File: config.mk
export PLATFORM = sky130hd
export DESIGN_NAME = imem_loader
export DESIGN_NICKNAME = d
export VERILOG_FILES = /design/src/rtl/riscv_pkg.sv /design/src/rtl/imem_loader_packer.sv /design/src/rtl/imem_loader.sv
export SDC_FILE = /design/constraint.sdc
export NUM_CORES = 1
export LEC_CHECK = 0
export CAP_MARGIN = 10
export CORE_UTILIZATION = 55
export DETAILED_ROUTE_END_ITERATION = 8
export HOLD_SLACK_MARGIN = 0.03
export PLACE_DENSITY = 0.8
export SYNTH_ARGS = -nofsm -noshare
export SYNTH_HDL_FRONTEND = slang
export SYNTH_SLANG_ARGS = --single-unit
File: constraint.sdc
create_clock -name clk -period 4.15 [get_ports clk]
set_input_delay 1.0375 -clock clk [delete_from_list [all_inputs] [get_ports clk]]
set_output_delay 1.0375 -clock clk [all_outputs]
set_load 0.02 [all_outputs]
File: src/rtl/riscv_pkg.sv
// Shared constants and types for the instruction store and its loader.
// Store depth and word width are used by both the ROM and imem_loader.
package riscv_pkg;

    localparam int IMEM_WIDTH    = 32;
    localparam int IMEM_NUM_INST = 19;
    localparam int IMEM_CNT_W    = 5;

    localparam logic [31:0] NOP_INST = 32'h0;

    typedef enum logic [2:0] {
        ST_IDLE,
        ST_LOAD,
        ST_CHECK,
        ST_DONE,
        ST_ERR
    } ld_state_e;

endpackage

File: src/rtl/imem_loader_packer.sv
// Little-endian byte-to-word assembler shared by the program and checksum phases.
// word_done/word_nxt describe the word completing this cycle; word_valid/word follow one cycle later.
module byte_to_word_packer #(
    parameter int WIDTH = 32
) (
    input  logic             clk,
    input  logic             rst_n,
    input  logic             clr,
    input  logic             byte_vld,
    input  logic [7:0]       byte_data,
    output logic             word_done,
    output logic [WIDTH-1:0] word_nxt,
    output logic             word_valid,
    output logic [WIDTH-1:0] word
);

    logic [1:0]       cnt_q, cnt_d;
    logic [WIDTH-1:0] asm_q, asm_d;
    logic             vld_q, vld_d;

    always_comb begin
        cnt_d = cnt_q;
        asm_d = asm_q;
        vld_d = 1'b0;
        if (clr) begin
            cnt_d = '0;
            asm_d = '0;
        end else if (byte_vld) begin
            asm_d[{cnt_q, 3'b000} +: 8] = byte_data;
            cnt_d = cnt_q + 2'd1;
            vld_d = (cnt_q == 2'd3);
        end
    end

    always_ff @(posedge clk or negedge rst_n) begin
        if (!rst_n) begin
            cnt_q <= '0;
            asm_q <= '0;
            vld_q <= 1'b0;
        end else begin
            cnt_q <= cnt_d;
            asm_q <= asm_d;
            vld_q <= vld_d;
        end
    end

    assign word_done  = byte_vld && !clr && (cnt_q == 2'd3);
    assign word_nxt   = asm_d;
    assign word_valid = vld_q;
    assign word       = asm_q;

endmodule

File: src/rtl/imem_loader.sv
// Host-driven instruction store writer: assembles bytes into words, writes them at pc-style
// byte addresses, checks a trailing XOR checksum and holds the core in reset meanwhile.
module imem_loader
    import riscv_pkg::*;
#(
    parameter int WIDTH    = IMEM_WIDTH,
    parameter int NUM_INST = IMEM_NUM_INST,
    parameter int CNT_W    = IMEM_CNT_W
) (
    input  logic             clk,
    input  logic             rst,
    input  logic             start,
    input  logic [CNT_W-1:0] num_words,
    input  logic             abort,
    input  logic             in_valid,
    input  logic [7:0]       in_data,
    output logic             in_ready,
    output logic             wr_en,
    output logic [WIDTH-1:0] wr_addr,
    output logic [WIDTH-1:0] wr_data,
    output logic             busy,
    output logic             cpu_hold,
    output logic             done,
    output logic             err
);

    localparam logic [CNT_W-1:0] MAX_WORDS = CNT_W'(NUM_INST);

    ld_state_e        state_q, state_d;
    logic [CNT_W-1:0] num_q, num_d;
    logic [CNT_W-1:0] idx_q, idx_d;
    logic [WIDTH-1:0] csum_q, csum_d;
    logic             wr_en_q, wr_en_d;
    logic [WIDTH-1:0] wr_addr_q, wr_addr_d;
    logic [WIDTH-1:0] wr_data_q, wr_data_d;

    logic             xfer;
    logic             pk_clr;
    logic             pk_done;
    logic [WIDTH-1:0] pk_nxt;
    logic             pk_word_valid;
    logic [WIDTH-1:0] pk_word;

    assign busy     = (state_q == ST_LOAD) || (state_q == ST_CHECK);
    assign cpu_hold = busy;
    assign in_ready = busy;
    assign done     = (state_q == ST_DONE);
    assign err      = (state_q == ST_ERR);
    assign xfer     = in_valid && in_ready;
    assign wr_en    = wr_en_q;
    assign wr_addr  = wr_addr_q;
    assign wr_data  = wr_data_q;

    byte_to_word_packer #(.WIDTH(WIDTH)) u_packer (
        .clk        (clk),
        .rst_n      (rst),
        .clr        (pk_clr),
        .byte_vld   (xfer),
        .byte_data  (in_data),
        .word_done  (pk_done),
        .word_nxt   (pk_nxt),
        .word_valid (pk_word_valid),
        .word       (pk_word)
    );

    always_comb begin
        state_d   = state_q;
        num_d     = num_q;
        idx_d     = idx_q;
        csum_d    = csum_q;
        wr_en_d   = 1'b0;
        wr_addr_d = wr_addr_q;
        wr_data_d = wr_data_q;
        pk_clr    = 1'b0;

        // The packer still holds the just-written word during the write cycle.
        if (wr_en_q && pk_word_valid) begin
            csum_d = csum_q ^ pk_word;
        end

        if (abort) begin
            state_d = ST_IDLE;
            pk_clr  = 1'b1;
        end else begin
            case (state_q)
                ST_IDLE, ST_DONE, ST_ERR: begin
                    if (start) begin
                        pk_clr = 1'b1;
                        num_d  = num_words;
                        idx_d  = '0;
                        csum_d = '0;
                        if (num_words > MAX_WORDS) begin
                            state_d = ST_ERR;
                        end else if (num_words == '0) begin
                            state_d = ST_CHECK;
                        end else begin
                            state_d = ST_LOAD;
                        end
                    end
                end
                ST_LOAD: begin
                    if (pk_done) begin
                        wr_en_d   = 1'b1;
                        wr_data_d = pk_nxt;
                        wr_addr_d = {{(WIDTH-CNT_W-2){1'b0}}, idx_q, 2'b00};
                        // Index stops at the last word so it never points past the store.
                        if (idx_q == num_q - 1'b1) begin
                            state_d = ST_CHECK;
                        end else begin
                            idx_d = idx_q + 1'b1;
                        end
                    end
                end
                ST_CHECK: begin
                    if (pk_done) begin
                        state_d = (pk_nxt == csum_q) ? ST_DONE : ST_ERR;
                    end
                end
                default: state_d = ST_IDLE;
            endcase
        end
    end

    always_ff @(posedge clk or negedge rst) begin
        if (!rst) begin
            state_q   <= ST_IDLE;
            num_q     <= '0;
            idx_q     <= '0;
            csum_q    <= '0;
            wr_en_q   <= 1'b0;
            wr_addr_q <= '0;
            wr_data_q <= '0;
        end else begin
            state_q   <= state_d;
            num_q     <= num_d;
            idx_q     <= idx_d;
            csum_q    <= csum_d;
            wr_en_q   <= wr_en_d;
            wr_addr_q <= wr_addr_d;
            wr_data_q <= wr_data_d;
        end
    end

endmodule

* Word level (Yosys, flattened, before mapping)
Index checks and enable logic that the tools add are counted.
** Word-level totals
- Bits in registers :: 118
- Output and inout port bits :: 70
- Word-level logic and storage cells :: 78
** Operators by class
- Add/sub/neg operators :: 4
- Order comparisons :: 1
- Equal/unequal tests :: 14
- Shift operators :: 2
- Multiplexer cells :: 30
- Bitwise operators :: 2
- Reductions and logical operators :: 15
** Operator list (number)
- $mux W32 :: 6
- $bwmux W32 :: 1
- $eq A32 B32 Y1 :: 1
- $shift A8 B7 Y32 const A :: 1
- $shiftx A8 B7 Y32 :: 1
- $xor A32 B32 Y32 :: 1
- $mux W3 :: 7
- $mux W5 :: 3
- $pmux W5 S2 :: 1
- $ne A3 B3 Y1 const B :: 3
- $pmux W3 S3 :: 1
- $mux W1 :: 8
- $neg A5 Y7 :: 1
- $eq A3 B2 Y1 const B :: 2
- $mux W2 :: 3
- $ne A2 B2 Y1 const B :: 3
- $reduce_and A3 Y1 :: 2
- $add A5 B1 Y5 const B :: 1
- $eq A5 B5 Y1 :: 1
- $gt A5 B5 Y1 const B :: 1
- $logic_not A5 Y1 :: 1
- $reduce_and A5 Y1 :: 1
- $sub A5 B1 Y5 const B :: 1
- $logic_and A1 B1 Y1 :: 4
- other kinds (12) :: 13

* Logic depth before layout (Yosys ltp)
- Word-level depth :: 10
- Mapped depth :: 12
- Depth with buffers taken out :: 10

* By module
From an unflattened synthesis, not the netlist that was laid out.
** Second synthesis, totals
- Cells, all modules :: 518
- Area, all modules :: 6202.2 µm²
** By module, submodules not included
- imem_loader :: instances 1, cells an instance 403, area each 4593.2 µm²
- byte_to_word_packer :: instances 1, cells an instance 115, area each 1609.0 µm²

* Worst setup path after synthesis
No wires, ideal clock.
- Path kind :: register to register
- Start point :: register u_packer.cnt_q[0]
- End point :: register state_q[2]
- Setup time :: 0.129 ns
- Data arrival time :: 2.727 ns
- Slack :: 1.294 ns
- Stages on the path, launching flop included :: 12
- Path buffers :: 1
- Period minus slack after synthesis :: 2.856 ns
- Path through :: dfrtp_1 -> buf_4 -> inv_1 -> ha_1 -> nor4b_2 -> nand4_1 -> a211oi_1 -> xnor2_1 -> nand4_1 -> nor4_2 -> nand2_1 -> o2bb2ai_1
** On the way
- Cells in the longest elaborated chain, start to end :: 10
- Elaborated cells on any way between the ends :: 16
** Ends and longest elaborated chain
- start: declaration :: line imem_loader_packer.sv:17 : logic [1:0] cnt_q, cnt_d;
- start signal: assignment :: line imem_loader_packer.sv:41 : cnt_q <= cnt_d;
- $neg A5 Y7 (*) :: line imem_loader_packer.sv:29 : asm_d[{cnt_q, 3'b000} +: 8] = byte_data;
- $shiftx A8 B7 Y32 or $shift A8 B7 Y32 (tied branches) :: line imem_loader_packer.sv:29
- $bwmux W32 (*) :: line imem_loader_packer.sv:29
- $mux W32 (*) :: line imem_loader_packer.sv:28 : end else if (byte_vld) begin
- $mux W32 (*) :: line imem_loader_packer.sv:25 : if (clr) begin
- net pk_nxt[29] :: line imem_loader.sv:40 : logic [WIDTH-1:0] pk_nxt;
- $eq A32 B32 Y1 (*) :: line imem_loader.sv:116 : state_d = (pk_nxt == csum_q) ? ST_DONE : ST_ERR;
- $mux W3 (*) :: line imem_loader.sv:116
- $mux W3 (*) :: line imem_loader.sv:115 : if (pk_done) begin
- $pmux W3 S3 (*) :: line imem_loader.sv:85 : case (state_q)
- $mux W3 (*) :: line imem_loader.sv:81 : if (abort) begin
- end signal: assignment :: line imem_loader.sv:134 : state_q <= state_d;
- end: declaration :: line imem_loader.sv:29 : ld_state_e state_q, state_d;
Mark *: on every way through the listed nets, which the timed path passes. The rest lies on a longest branch. The select of a mux whose other input is x is not followed.
A chain may end at the register's enable or synchronous reset.

* Worst setup path in the final report
Ends and elaborated chain as after synthesis.

==> impl_metrics.csv <==
group,metric,value,unit
clock_tree,postCtsSetupRepairBufs,0,
min_path,hold_depth,1,
synth,synth.area.top_cells,"dfrtp_1 (49%), mux2_2 (5.9%), xnor2_1 (5.5%)",
die,die_w,107,um
timing,fin_crit_sh,87.1,%
worst_setup_path,end_kind,"register",
synth,synth_common_cells,"dfrtp_1 (118), nand4_1 (40), nor2_1 (40)",
synth,syn_area_per_cell,10.7,um2
cells_and_area,areaGrowthSynthToFinish,18.8,%
pwr,ir_drop,0.000239,V
synth,yosys.area.top_type_share,48.6,%
cells_and_area,finalNonFillerCells,774,
die,die_y,107,um
pwr,seqPwrFrac,40.7,%
worst_setup_path,ff2ff_path_depth,10,
clock_tree,ctsResizeCount,0,
timing,drv_slew,0,
placed_design,place_ws,0.296,ns
worst_setup_path,worstPathArrival,4.01,ns
routing,dr.pass1.iters,5,
pwr,switching_share,26.6,%
clock_tree,clk_latency,0.53,ns
timing,hold_violations,0,
die,start_util,56.3,%
placed_design,placed_cells,742,
grt,grt_max_degree,67,
timing,tightestPinTransition,0.707,ns
grt,grt_pass1_vias,4580,
routing,drt-initial-drc-count,347,
clock_tree,cts.path.max_buffers,2,
timing,worst_slack,0.537,ns
grt,grtUsageTotal,27.5,%
timing,holdWs,0.492,ns
pwr,p_per_area,408,mW/mm2
synth,synthesis.instances,570,
cells_and_area,layout-drive-gt1-share,14.2,%
cells_and_area,diodes,0,
timing,finalClockSkew,0.00658,ns
timing,fmax,277,MHz
worst_setup_path,cp-start-kind,"register",
placed_design,gp_congestion,0.850,
outcome,status,"finished, final reports clean",
synth,synth_top_area_cell,"dfrtp_1",
routing,via_count,4582,
synth,yosys_warnings,0,
synth,synthFlopType,"dfrtp_1",
clock_tree,cts_buffers,17,
worst_setup_path,crit_type,"reg -> reg",
synth,ys_seq_area_share,48.6,%
timing,setup_tns,0,ns
clock_tree,cts.clk_slew.worst_paths,0.06,ns
routing,wl_per_cell,18.9,um
min_path,hold_class,"reg -> reg",
clock_tree,cts_tree,"done",
pwr,p_switching,783,uW
timing,finalCriticalPeriod,3.61,ns
placed_design,place_hpwl,9.37,mm
placed_design,port_buffers,60,
synth,synth_edf_count,0,
cells_and_area,fin_nets,646,
die,row_count,38,
routing,drtAntennaViolNets,0,
pwr,clockPowerShare,48.1,%
routing,drcViolationCount,0,
worst_setup_path,path_max_fanout,10,
synth,syn-cell-area,0.00608,mm2
worst_setup_path,startpoint,"u_packer.cnt_q[0]",
synth,yosysMostFrequentCell,"dfrtp_1",
worst_setup_path,reg2reg_to,"state_q[2]",
pwr,finalPower,2.95,mW
worst_setup_path,worstPathRequired,4.55,ns
grt,antenna_found_initial,0,
clock_tree,cts_num_sinks,118,
worst_setup_path,r2r-start,"u_packer.cnt_q[0]",
timing,relSlewSlack,52.9,%
worst_setup_path,reg2reg_setup_slack,0.54,ns
pwr,comb_power_share,11.1,%
synth,async_flop_share,100,%
grt,grt_pass1_wl,23.7,mm
die,dieArea,0.0115,mm2
clock_tree,cts_max_level,4,
synth,synth.distinct_cells,56,
grt,grt_overflow,0,
timing,setup_viol,0,
routing,viasPerCell,5.92,
run,maxCapViolCount,0,
routing,routed_wl,14.6,mm
die,core-area,0.0108,mm2
die,io_pins,88,
worst_setup_path,crit_path_end,"state_q[2]",
clock_tree,postCtsHoldBufs,0,
timing,rsz0062_at_grt,"no",
clock_tree,clockRootBuffer,"clkbuf_8",
pwr,p_leak,3.09,nW
synth,synth-seq-cells,118,
pwr,internal_power,2.16,mW
## flip-flops by register name (all words and copies together) (netlist names)
name	flops
num_q	5
wr_addr	5
idx_q	5
state_q	3
wr_data	32
wr_en	1
u_packer.word	32
csum_q	32
u_packer.word_valid	1
u_packer.cnt_q	2
## power groups by stage
stage / combinational [mW] / clock [mW] / sequential [mW]
2_1_floorplan: 0.251 / 0 / 1.21
3_3_place_gp: 0.311 / 0 / 1.22
3_5_place_dp: 0.320 / 0 / 1.22
4_1_cts: 0.323 / 1.43 / 1.20
5_1_grt: 0.352 / 1.48 / 1.20
6_report: 0.328 / 1.42 / 1.20
## critical path: stages, from the launching register on
cell	delay, ns
dfrtp_1	0.56
inv_1	0.14
ha_1	0.42
nor4b_2	0.63
nand4_1	0.21
a211oi_1	0.53
xnor2_1	0.19
nand4_1	0.22
nor4_2	0.35
nand2_1	0.10
o2bb2ai_1	0.13
## per-stage QoR
stage               utilization, %  instance area, um2
floorplan                        -                6180
global placement              61.6                6650
detailed placement            61.6                6650
CTS                           66.9                7230
global route                  66.9                7230
finish                        66.9                7230
## area by class of cell
| type | count | area (um2) |
|---|---|---|
| Clock buffer | 20 | 445 |
| Clock inverter | 12 | 128 |
| Fill cell | 799 | 3570 |
| Inverter | 9 | 33.8 |
| Multi-Input combinational cell | 403 | 2780 |
| Sequential cell | 118 | 2950 |
| Tap cell | 140 | 175 |
| Timing Repair Buffer | 72 | 713 |
## kinds of logic (layout without fill, tap and decap cells)
| logic type | Yosys count | count (layout) | share of synthesized area (%) |
|---|---|---|---|
| adders and majority gates | 7 | 7 | 1.44 |
| AOI/OAI and AO/OA | 92 | 92 | 10.1 |
| other | 1 | 27 | 0.0617 |
| DFF | 118 | 118 | 48.6 |
| buffers and inverters | 75 | 113 | 7.51 |
| and+or+nand+nor | 170 | 170 | 15.4 |
| xor gates and xnor gates | 74 | 74 | 10.9 |
| muxes | 33 | 33 | 6.09 |
## cell usage in the layout, fill, tap and decap left out, drive strengths merged, types with 3 or more instances in the layout
cell type      Yosys  layout
inv                9      10
clkbuf            20      20
buf               46      13
clkinv             0       5
nor2b              3       3
and2               3       3
dfrtp            118     118
clkdlybuf4s50      0      59
nor2              40      40
nand2             38      38
xnor2             39      39
mux2              32      32
ha                 7       7
nand3             14      14
and3b              5       5
nor3               6       6
nand3b             5       5
o21ai             38      38
clkinvlp           0       4
o21a              10      10
nand4             40      40
nand2b             3       3
conb               1      27
xor2              35      35
nor4b              3       3
a211oi            32      32
## routing by layer
layer  share of wire [%]  global-route usage (%)  wire, um
met5                   0                       0         0
met4                 3.4                    14.8       496
met3                 7.9                    7.96      1160
met2                  49                    43.2      7100
met1                  40                    34.2      5880
## worst min-delay path by stage
| stage | start | end | slack (ns) |
|---|---|---|---|
| after floorplan | num_q[4] | num_q[4] | 0.50 |
| after global placement | wr_data[1] | wr_data[1] | 0.48 |
| after detailed placement | wr_data[4] | wr_data[4] | 0.48 |
| after CTS | wr_data[4] | wr_data[4] | 0.50 |
| after global routing | wr_data[4] | wr_data[4] | 0.51 |
| final | wr_data[1] | wr_data[1] | 0.49 |
No activity file was read; power rests on OpenSTA's default activity.
